[config.mk]
export PLATFORM = sky130hd
export DESIGN_NAME = axi_cnt_master
export DESIGN_NICKNAME = d
export VERILOG_FILES = /design/src/rtl/axi_cnt_master.sv
export SDC_FILE = /design/constraint.sdc
export NUM_CORES = 1
export LEC_CHECK = 0
export BUFFER_PORTS_ARGS = -buffer_cell sky130_fd_sc_hd__clkbuf_2
export CAP_MARGIN = 5
export CORE_UTILIZATION = 29
export CTS_CLUSTER_SIZE = 14
export DETAILED_ROUTE_END_ITERATION = 12
export PLACE_DENSITY = 0.57
export SYNTH_ARGS = -nofsm -noshare
export SYNTH_HDL_FRONTEND = slang
export SYNTH_SLANG_ARGS = --single-unit
[constraint.sdc]
create_clock -name clk -period 2.61 [get_ports clk]
set_clock_uncertainty 0.2 [all_clocks]
set_input_delay 0.522 -clock clk [delete_from_list [all_inputs] [get_ports clk]]
set_output_delay 0.522 -clock clk [all_outputs]
set_load 0.02 [all_outputs]
[src/rtl/axi_cnt_master.sv]
// axi_cnt_master: AXI traffic generator that writes a running counter into a
// word-indexed register slave, reads it back, compares the two values and
// keeps pass/fail statistics. One transaction in flight at a time.
module axi_cnt_master #(
    parameter int unsigned REG_COUNT = 8,
    parameter int unsigned TIMEOUT   = 64,
    parameter logic [3:0]  AXI_ID    = 4'h1
) (
    input  logic        clk,
    input  logic        areset,
    input  logic        enable_i,
    // write address channel
    output logic [3:0]  awid_o,
    output logic [31:0] awaddr_o,
    output logic        awvalid_o,
    input  logic        awready_i,
    // write data channel
    output logic [3:0]  wid_o,
    output logic [31:0] wdata_o,
    output logic [3:0]  wstrb_o,
    output logic        wlast_o,
    output logic        wvalid_o,
    input  logic        wready_i,
    // write response channel
    input  logic [3:0]  bid_i,
    input  logic [1:0]  bresp_i,
    input  logic        bvalid_i,
    output logic        bready_o,
    // read address channel
    output logic [3:0]  arid_o,
    output logic [31:0] araddr_o,
    output logic        arvalid_o,
    input  logic        arready_i,
    // read data channel
    input  logic [3:0]  rid_i,
    input  logic [31:0] rdata_i,
    input  logic        rlast_i,
    input  logic        rvalid_i,
    output logic        rready_o,
    // status
    output logic        busy_o,
    output logic [31:0] cnt_o,
    output logic [15:0] pass_cnt_o,
    output logic [15:0] err_cnt_o,
    output logic        err_o
);

    localparam int unsigned IDX_W = (REG_COUNT > 1) ? $clog2(REG_COUNT) : 1;
    localparam int unsigned WD_W  = $clog2(TIMEOUT) + 1;

    typedef enum logic [2:0] {
        S_IDLE, S_WR, S_BRESP, S_RD, S_RDATA, S_CHECK
    } state_e;

    state_e            state_q, state_d;
    logic [IDX_W-1:0]  idx_q, idx_d;
    logic [31:0]       cnt_q, cnt_d;
    logic [31:0]       rdata_q, rdata_d;
    logic [15:0]       pass_cnt_q, pass_cnt_d;
    logic [15:0]       err_cnt_q, err_cnt_d;
    logic [WD_W-1:0]   wdog_q, wdog_d;
    logic              awvalid_q, awvalid_d;
    logic              wvalid_q, wvalid_d;
    logic              aw_done_q, aw_done_d;
    logic              w_done_q, w_done_d;
    logic              bready_q, bready_d;
    logic              arvalid_q, arvalid_d;
    logic              rready_q, rready_d;
    logic              fail_q, fail_d;
    logic              err_q, err_d;

    logic aw_hs, w_hs, wdog_expired;

    assign aw_hs        = awvalid_q & awready_i;
    assign w_hs         = wvalid_q & wready_i;
    assign wdog_expired = (wdog_q == WD_W'(TIMEOUT - 1));

    // Next-state, channel handshakes, watchdog abort and check bookkeeping.
    always_comb begin
        // NOTE: every _d starts as its _q so no branch of the case can infer a latch.
        state_d    = state_q;
        idx_d      = idx_q;
        cnt_d      = cnt_q;
        rdata_d    = rdata_q;
        pass_cnt_d = pass_cnt_q;
        err_cnt_d  = err_cnt_q;
        awvalid_d  = awvalid_q;
        wvalid_d   = wvalid_q;
        aw_done_d  = aw_done_q;
        w_done_d   = w_done_q;
        bready_d   = bready_q;
        arvalid_d  = arvalid_q;
        rready_d   = rready_q;
        fail_d     = fail_q;
        err_d      = err_q;

        case (state_q)
            S_IDLE: begin
                if (enable_i) begin
                    awvalid_d = 1'b1;
                    wvalid_d  = 1'b1;
                    aw_done_d = 1'b0;
                    w_done_d  = 1'b0;
                    fail_d    = 1'b0;
                    state_d   = S_WR;
                end
            end
            S_WR: begin
                if (aw_hs) begin
                    awvalid_d = 1'b0;
                    aw_done_d = 1'b1;
                end
                if (w_hs) begin
                    wvalid_d = 1'b0;
                    w_done_d = 1'b1;
                end
                if ((aw_done_q || aw_hs) && (w_done_q || w_hs)) begin
                    bready_d = 1'b1;
                    state_d  = S_BRESP;
                end else if (wdog_expired) begin
                    awvalid_d = 1'b0;
                    wvalid_d  = 1'b0;
                    fail_d    = 1'b1;
                    state_d   = S_CHECK;
                end
            end
            S_BRESP: begin
                if (bvalid_i) begin
                    bready_d = 1'b0;
                    if (bresp_i != 2'b00) begin
                        fail_d  = 1'b1;
                        state_d = S_CHECK;
                    end else begin
                        arvalid_d = 1'b1;
                        state_d   = S_RD;
                    end
                end else if (wdog_expired) begin
                    bready_d = 1'b0;
                    fail_d   = 1'b1;
                    state_d  = S_CHECK;
                end
            end
            S_RD: begin
                if (arready_i) begin
                    arvalid_d = 1'b0;
                    rready_d  = 1'b1;
                    state_d   = S_RDATA;
                end else if (wdog_expired) begin
                    arvalid_d = 1'b0;
                    fail_d    = 1'b1;
                    state_d   = S_CHECK;
                end
            end
            S_RDATA: begin
                if (rvalid_i) begin
                    rdata_d  = rdata_i;
                    rready_d = 1'b0;
                    state_d  = S_CHECK;
                end else if (wdog_expired) begin
                    rready_d = 1'b0;
                    fail_d   = 1'b1;
                    state_d  = S_CHECK;
                end
            end
            S_CHECK: begin
                if ((rdata_q == cnt_q) && !fail_q) begin
                    if (pass_cnt_q != 16'hFFFF) pass_cnt_d = pass_cnt_q + 16'd1;
                end else begin
                    if (err_cnt_q != 16'hFFFF) err_cnt_d = err_cnt_q + 16'd1;
                    err_d = 1'b1;
                end
                cnt_d   = cnt_q + 32'd1;
                idx_d   = (idx_q == IDX_W'(REG_COUNT - 1)) ? '0 : idx_q + IDX_W'(1);
                state_d = S_IDLE;
            end
            default: state_d = S_IDLE;
        endcase

        // Watchdog restarts whenever the FSM moves; it may wrap harmlessly in IDLE.
        wdog_d = (state_d != state_q) ? '0 : wdog_q + WD_W'(1);
    end

    // State register; asynchronous active-low reset clears the whole block at once.
    // NOTE: sequential state uses non-blocking assignments so all flops update together.
    always_ff @(posedge clk or negedge areset) begin
        if (!areset) begin
            state_q    <= S_IDLE;
            idx_q      <= '0;
            cnt_q      <= '0;
            rdata_q    <= '0;
            pass_cnt_q <= '0;
            err_cnt_q  <= '0;
            wdog_q     <= '0;
            awvalid_q  <= 1'b0;
            wvalid_q   <= 1'b0;
            aw_done_q  <= 1'b0;
            w_done_q   <= 1'b0;
            bready_q   <= 1'b0;
            arvalid_q  <= 1'b0;
            rready_q   <= 1'b0;
            fail_q     <= 1'b0;
            err_q      <= 1'b0;
        end else begin
            state_q    <= state_d;
            idx_q      <= idx_d;
            cnt_q      <= cnt_d;
            rdata_q    <= rdata_d;
            pass_cnt_q <= pass_cnt_d;
            err_cnt_q  <= err_cnt_d;
            wdog_q     <= wdog_d;
            awvalid_q  <= awvalid_d;
            wvalid_q   <= wvalid_d;
            aw_done_q  <= aw_done_d;
            w_done_q   <= w_done_d;
            bready_q   <= bready_d;
            arvalid_q  <= arvalid_d;
            rready_q   <= rready_d;
            fail_q     <= fail_d;
            err_q      <= err_d;
        end
    end

    // Address and data come straight from idx/cnt, which only change in CHECK,
    // so they are stable for as long as any valid is high.
    assign awid_o     = AXI_ID;
    assign awaddr_o   = 32'(idx_q);
    assign awvalid_o  = awvalid_q;
    assign wid_o      = AXI_ID;
    assign wdata_o    = cnt_q;
    assign wstrb_o    = 4'hF;
    assign wlast_o    = 1'b1;
    assign wvalid_o   = wvalid_q;
    assign bready_o   = bready_q;
    assign arid_o     = AXI_ID;
    assign araddr_o   = 32'(idx_q);
    assign arvalid_o  = arvalid_q;
    assign rready_o   = rready_q;
    assign busy_o     = (state_q != S_IDLE);
    assign cnt_o      = cnt_q;
    assign pass_cnt_o = pass_cnt_q;
    assign err_cnt_o  = err_cnt_q;
    assign err_o      = err_q;

    // Response IDs and rlast carry no information for a single-beat, single-ID master.
    logic unused_inputs;
    assign unused_inputs = &{1'b0, bid_i, rid_i, rlast_i};

endmodule

==> impl_results.rst <==
.. list-table::
   :header-rows: 1

   * - Metric
     - Value
   * - Run status
     - finished, final reports clean
   * - Average wire per cell in the routed design
     - 13.92 um
   * - Antenna cell count
     - 0
   * - Count of H-tree levels built during CTS
     - 4
   * - Die width
     - 151.0 um
   * - Multiplexer fraction of the synthesized cell area
     - 6.628%
   * - Height of the die
     - 151.0 um
   * - Post-synth EDFFs
     - 0
   * - Critical Path RT
     - 2.74 ns
   * - Clk Latency, worst-skew pair
     - 0.41 ns
   * - Max-slew violation count
     - 0
   * - Type of element capturing the critical path
     - flip-flop
   * - Placeable core area
     - 21820 um2
   * - Largest net degree at the start of global routing
     - 72
   * - Post-DP Area
     - 7320 um2
   * - XOR/XNOR share of the synthesized area
     - 12.65%
   * - Seq cells post-synth
     - 118
   * - Average cell area after synthesis
     - 10.55 um2
   * - DPL Wire Length
     - 11160 um
   * - Area enclosed by the die boundary
     - 22800 um2
   * - Effective utilization at floorplan
     - 29.50%
   * - Count of vias placed by the detailed router
     - 4619
   * - Most used flip-flop cell after synthesis
     - dfrtp_1
   * - Number of buffers on the longest clock path
     - 2
   * - Smallest setup slack after layout
     - 0.1550 ns
   * - Worst r2r path cells
     - 9
   * - Proportion of synthesized chip area in sequential cells
     - 45.87%
   * - Endpoints failing hold
     - 0
   * - Post-layout minimum cycle time
     - 2.455 ns
   * - Number of instances in the synthesized netlist
     - 610
   * - Via count of the first global-routing pass
     - 4382
   * - Post-route total power
     - 0.006828 W
   * - Input/output buffers
     - 150
   * - Portion of the clock cycle consumed by the worst path in the final layout
     - 94.06%
   * - Cell chain of the critical path
     - xor2_1 > nor4_2 > nand4_1 > nor3_4 > buf_12 > nand3_2 > buf_4 > nor3_1 > xor2_1
   * - Post-route antenna net violation count
     - 0
   * - Max-cap violations
     - 0
   * - Type of the worst setup path
     - reg -> reg
   * - CTS tree
     - done
   * - DRC errors left
     - 0
   * - Async S/R FF share, synth
     - 100.0%
   * - Growth of design area from synthesis to finish
     - 23.11%
   * - Worst slew margin relative to its limit
     - 64.28%
   * - Num Clock Sinks
     - 118
   * - Initial DRC Count
     - 186
   * - Arrival time at the worst endpoint
     - 2.59 ns
   * - Cell family with the largest share of critical-path delay
     - simple AND/OR/NAND/NOR gates
   * - Summed negative setup slack over all endpoints
     - 0 ns
   * - Most frequent standard cell in the layout excluding fill and tap cells
     - clkbuf_2
   * - Summed instance area of the synthesized netlist
     - 6437 um2
   * - Reg-to-reg endpoint
     - pass_cnt_o[11]$_DFFE_PN0P_
   * - Longest individual stage delay on the worst path
     - 0.39 ns
   * - Final hold slack
     - 0.1416 ns
   * - First-pass GRT wire length
     - 23670 um
   * - Leading cell types in the layout, fill and taps excluded
     - 149 x clkbuf_2, 117 x dfrtp_1, 75 x conb_1
   * - Area share of fa/ha/maj cells after synthesis
     - 1.166%
   * - Dominant cell type by count on the critical path
     - xor2_1
   * - Congestion Overflow GR
     - 0
   * - Critical Path Source Type
     - flip-flop
   * - Largest family of logic cells by synthesized area
     - simple AND/OR/NAND/NOR gates
   * - Number of I/O pins
     - 235
   * - Layout net count
     - 833
   * - Worst-margin pin slew
     - 0.5223 ns
   * - GRT Resource Usage Total
     - 13.76%
   * - Placement-stage worst setup slack
     - 0.1207 ns
   * - Worst setup path startpoint
     - cnt_o[19]$_DFFE_PN0P_
   * - Number of library cell types mapped by synthesis
     - 51
   * - Number of rows in the core area
     - 54
   * - Static leakage
     - 4.064 nW
   * - Maximum vdd ir drop
     - 0.3854 mV
   * - Compound-gate portion of the synthesized area
     - 3.926%
   * - Buffers and inverters on the worst path
     - 2
   * - Areal power density over the cells
     - 861.6 nW/um2
   * - Number of buffers created by CTS
     - 17
   * - Register-to-register setup slack
     - 0.16 ns
   * - Highest net fanout along the worst path
     - 6
   * - Launch point of the worst reg-to-reg path
     - cnt_o[19]$_DFFE_PN0P_
   * - End point of the critical path
     - pass_cnt_o[11]$_DFFE_PN0P_
   * - Via count normalized by instance count
     - 4.321
   * - RSZ-0062 raised after global routing
     - false
   * - Layout cell share with drive strength beyond 1
     - 35.87%
   * - Detailed Route WL
     - 14880 um
   * - Slowest-stage cell, CP
     - dfrtp_1
   * - Layout Cell Area excl Fill
     - 7925 um2
   * - Hold WC Path Type
     - in -> reg
   * - Number of gates on the worst path with buffers counted
     - 9
   * - Last weighted congestion value of the routability-driven placer
     - 0.7864
   * - Number of post-CTS setup repair buffers
     - 0
   * - Antenna violations before repair
     - 0
   * - Number of failing setup endpoints in the final timing report
     - 0
   * - Max frequency
     - 407.3 MHz
   * - Yosys Warn Count
     - 0
   * - Post-Synth Simple-Gate Area
     - 15.26%
   * - Register clock-pin slew on the reported worst setup and hold paths
     - 0.06 ns
   * - Total iterations of the first detailed-routing run
     - 6
   * - Root buffer cell
     - clkbuf_16
synthesized netlist by cell type (3+ instances only):
cell type	n	area share [%]
mux2_2	36	6.3
nand2_1	37	2.2
a21o_1	3	0.35
nand4_1	17	1.7
buf_4	110	13
nand2b_1	4	0.39
or2_2	3	0.29
nor3_1	8	0.62
ha_1	6	1.2
a21oi_1	11	0.86
nor3_2	4	0.62
nor2b_1	3	0.29
xnor2_1	48	6.5
o21ai_0	12	0.93
and4_1	4	0.54
clkbuf_1	9	0.52
nand3_1	28	2.2
nor4_1	7	0.68
a31oi_1	5	0.49
xor2_1	45	6.1
dfrtp_1	118	46
and3_1	14	1.4
or3_1	3	0.29
inv_1	9	0.52
nor2_1	32	1.9
worst reg2reg max path: cells and delay by family (launching register included):
kind                   cells  cell delay (ns)
flip-flops                 1             0.39
XOR/XNOR                   2             0.35
buffers and inverters      2             0.32
AND/OR/NAND/NOR            5             1.14
routing by layer:
layer,vias up,GRT usage (%),wire [um]
met5,-,0,0
met3,10,3.283,643
met4,0,4.200,142
met1,2255,18.16,6819
li1,2223,-,-
met2,131,22.20,7272
state kept, by name, indices dropped and copies added, names as in the netlist, 3 cells and up:
signal,count
pass_cnt_o,16
err_cnt_o,16
idx_q,3
rdata_q,32
wdog_q,7
state_q,3
cnt_o,32
final cells by class:
class / count / area [um2]
fill: 2211 / 13900
clock buffer: 22 / 474.2
tap: 280 / 350.3
timing repair buffer: 197 / 1159
multi-input combinational: 433 / 2856
inverter: 9 / 33.78
sequential: 118 / 2954
clock inverter: 10 / 97.59
worst min-delay path by stage:
stage / startpoint / endpoint / slack (ns) / cells past startpoint
after detailed placement: wdog_q[0]$_DFF_PN0_ / wdog_q[0]$_DFF_PN0_ / 0.25 / 1
final: rdata_i[28] / rdata_q[28]$_DFFE_PN0P_ / 0.14 / 2
after global routing: rdata_i[28] / rdata_q[28]$_DFFE_PN0P_ / 0.12 / 2
after floorplan: areset / arvalid_o$_DFFE_PN0P_ / 0.03 / 0
after CTS: rdata_i[28] / rdata_q[28]$_DFFE_PN0P_ / 0.12 / 2
after global placement: wdog_q[0]$_DFF_PN0_ / wdog_q[0]$_DFF_PN0_ / 0.24 / 1
cells by family after synthesis:
| group | after synthesis |
|---|---|
| buf+inv | 132 |
| mux | 38 |
| fa+ha+maj | 6 |
| xor+xnor | 93 |
| flops | 118 |
| other cells | 2 |
| simple gates | 180 |
| compound gates | 41 |
report_power, final:
group | total [W] | internal (W) | switching (W)
Combinational | 0.00197 | 0.000844 | 0.00112
Sequential | 0.00259 | 0.00226 | 0.000339
Clock | 0.00227 | 0.00139 | 0.000876
Total | 0.00683 | 0.00449 | 0.00234
stage by stage:
stage	instances	util, %
2_1_floorplan	683	-
3_3_place_gp	1036	33.54
3_5_place_dp	1036	33.54
4_1_cts	1069	36.21
5_1_grt	1069	36.31
6_report	1069	36.31
timing repair:
item,in CTS,in global routing
endpoints found under the setup margin,0,3
resized for setup,0,4
hold buffers,1,0
endpoints found under the hold margin,118,0
Power figures use the tool's default switching activity.
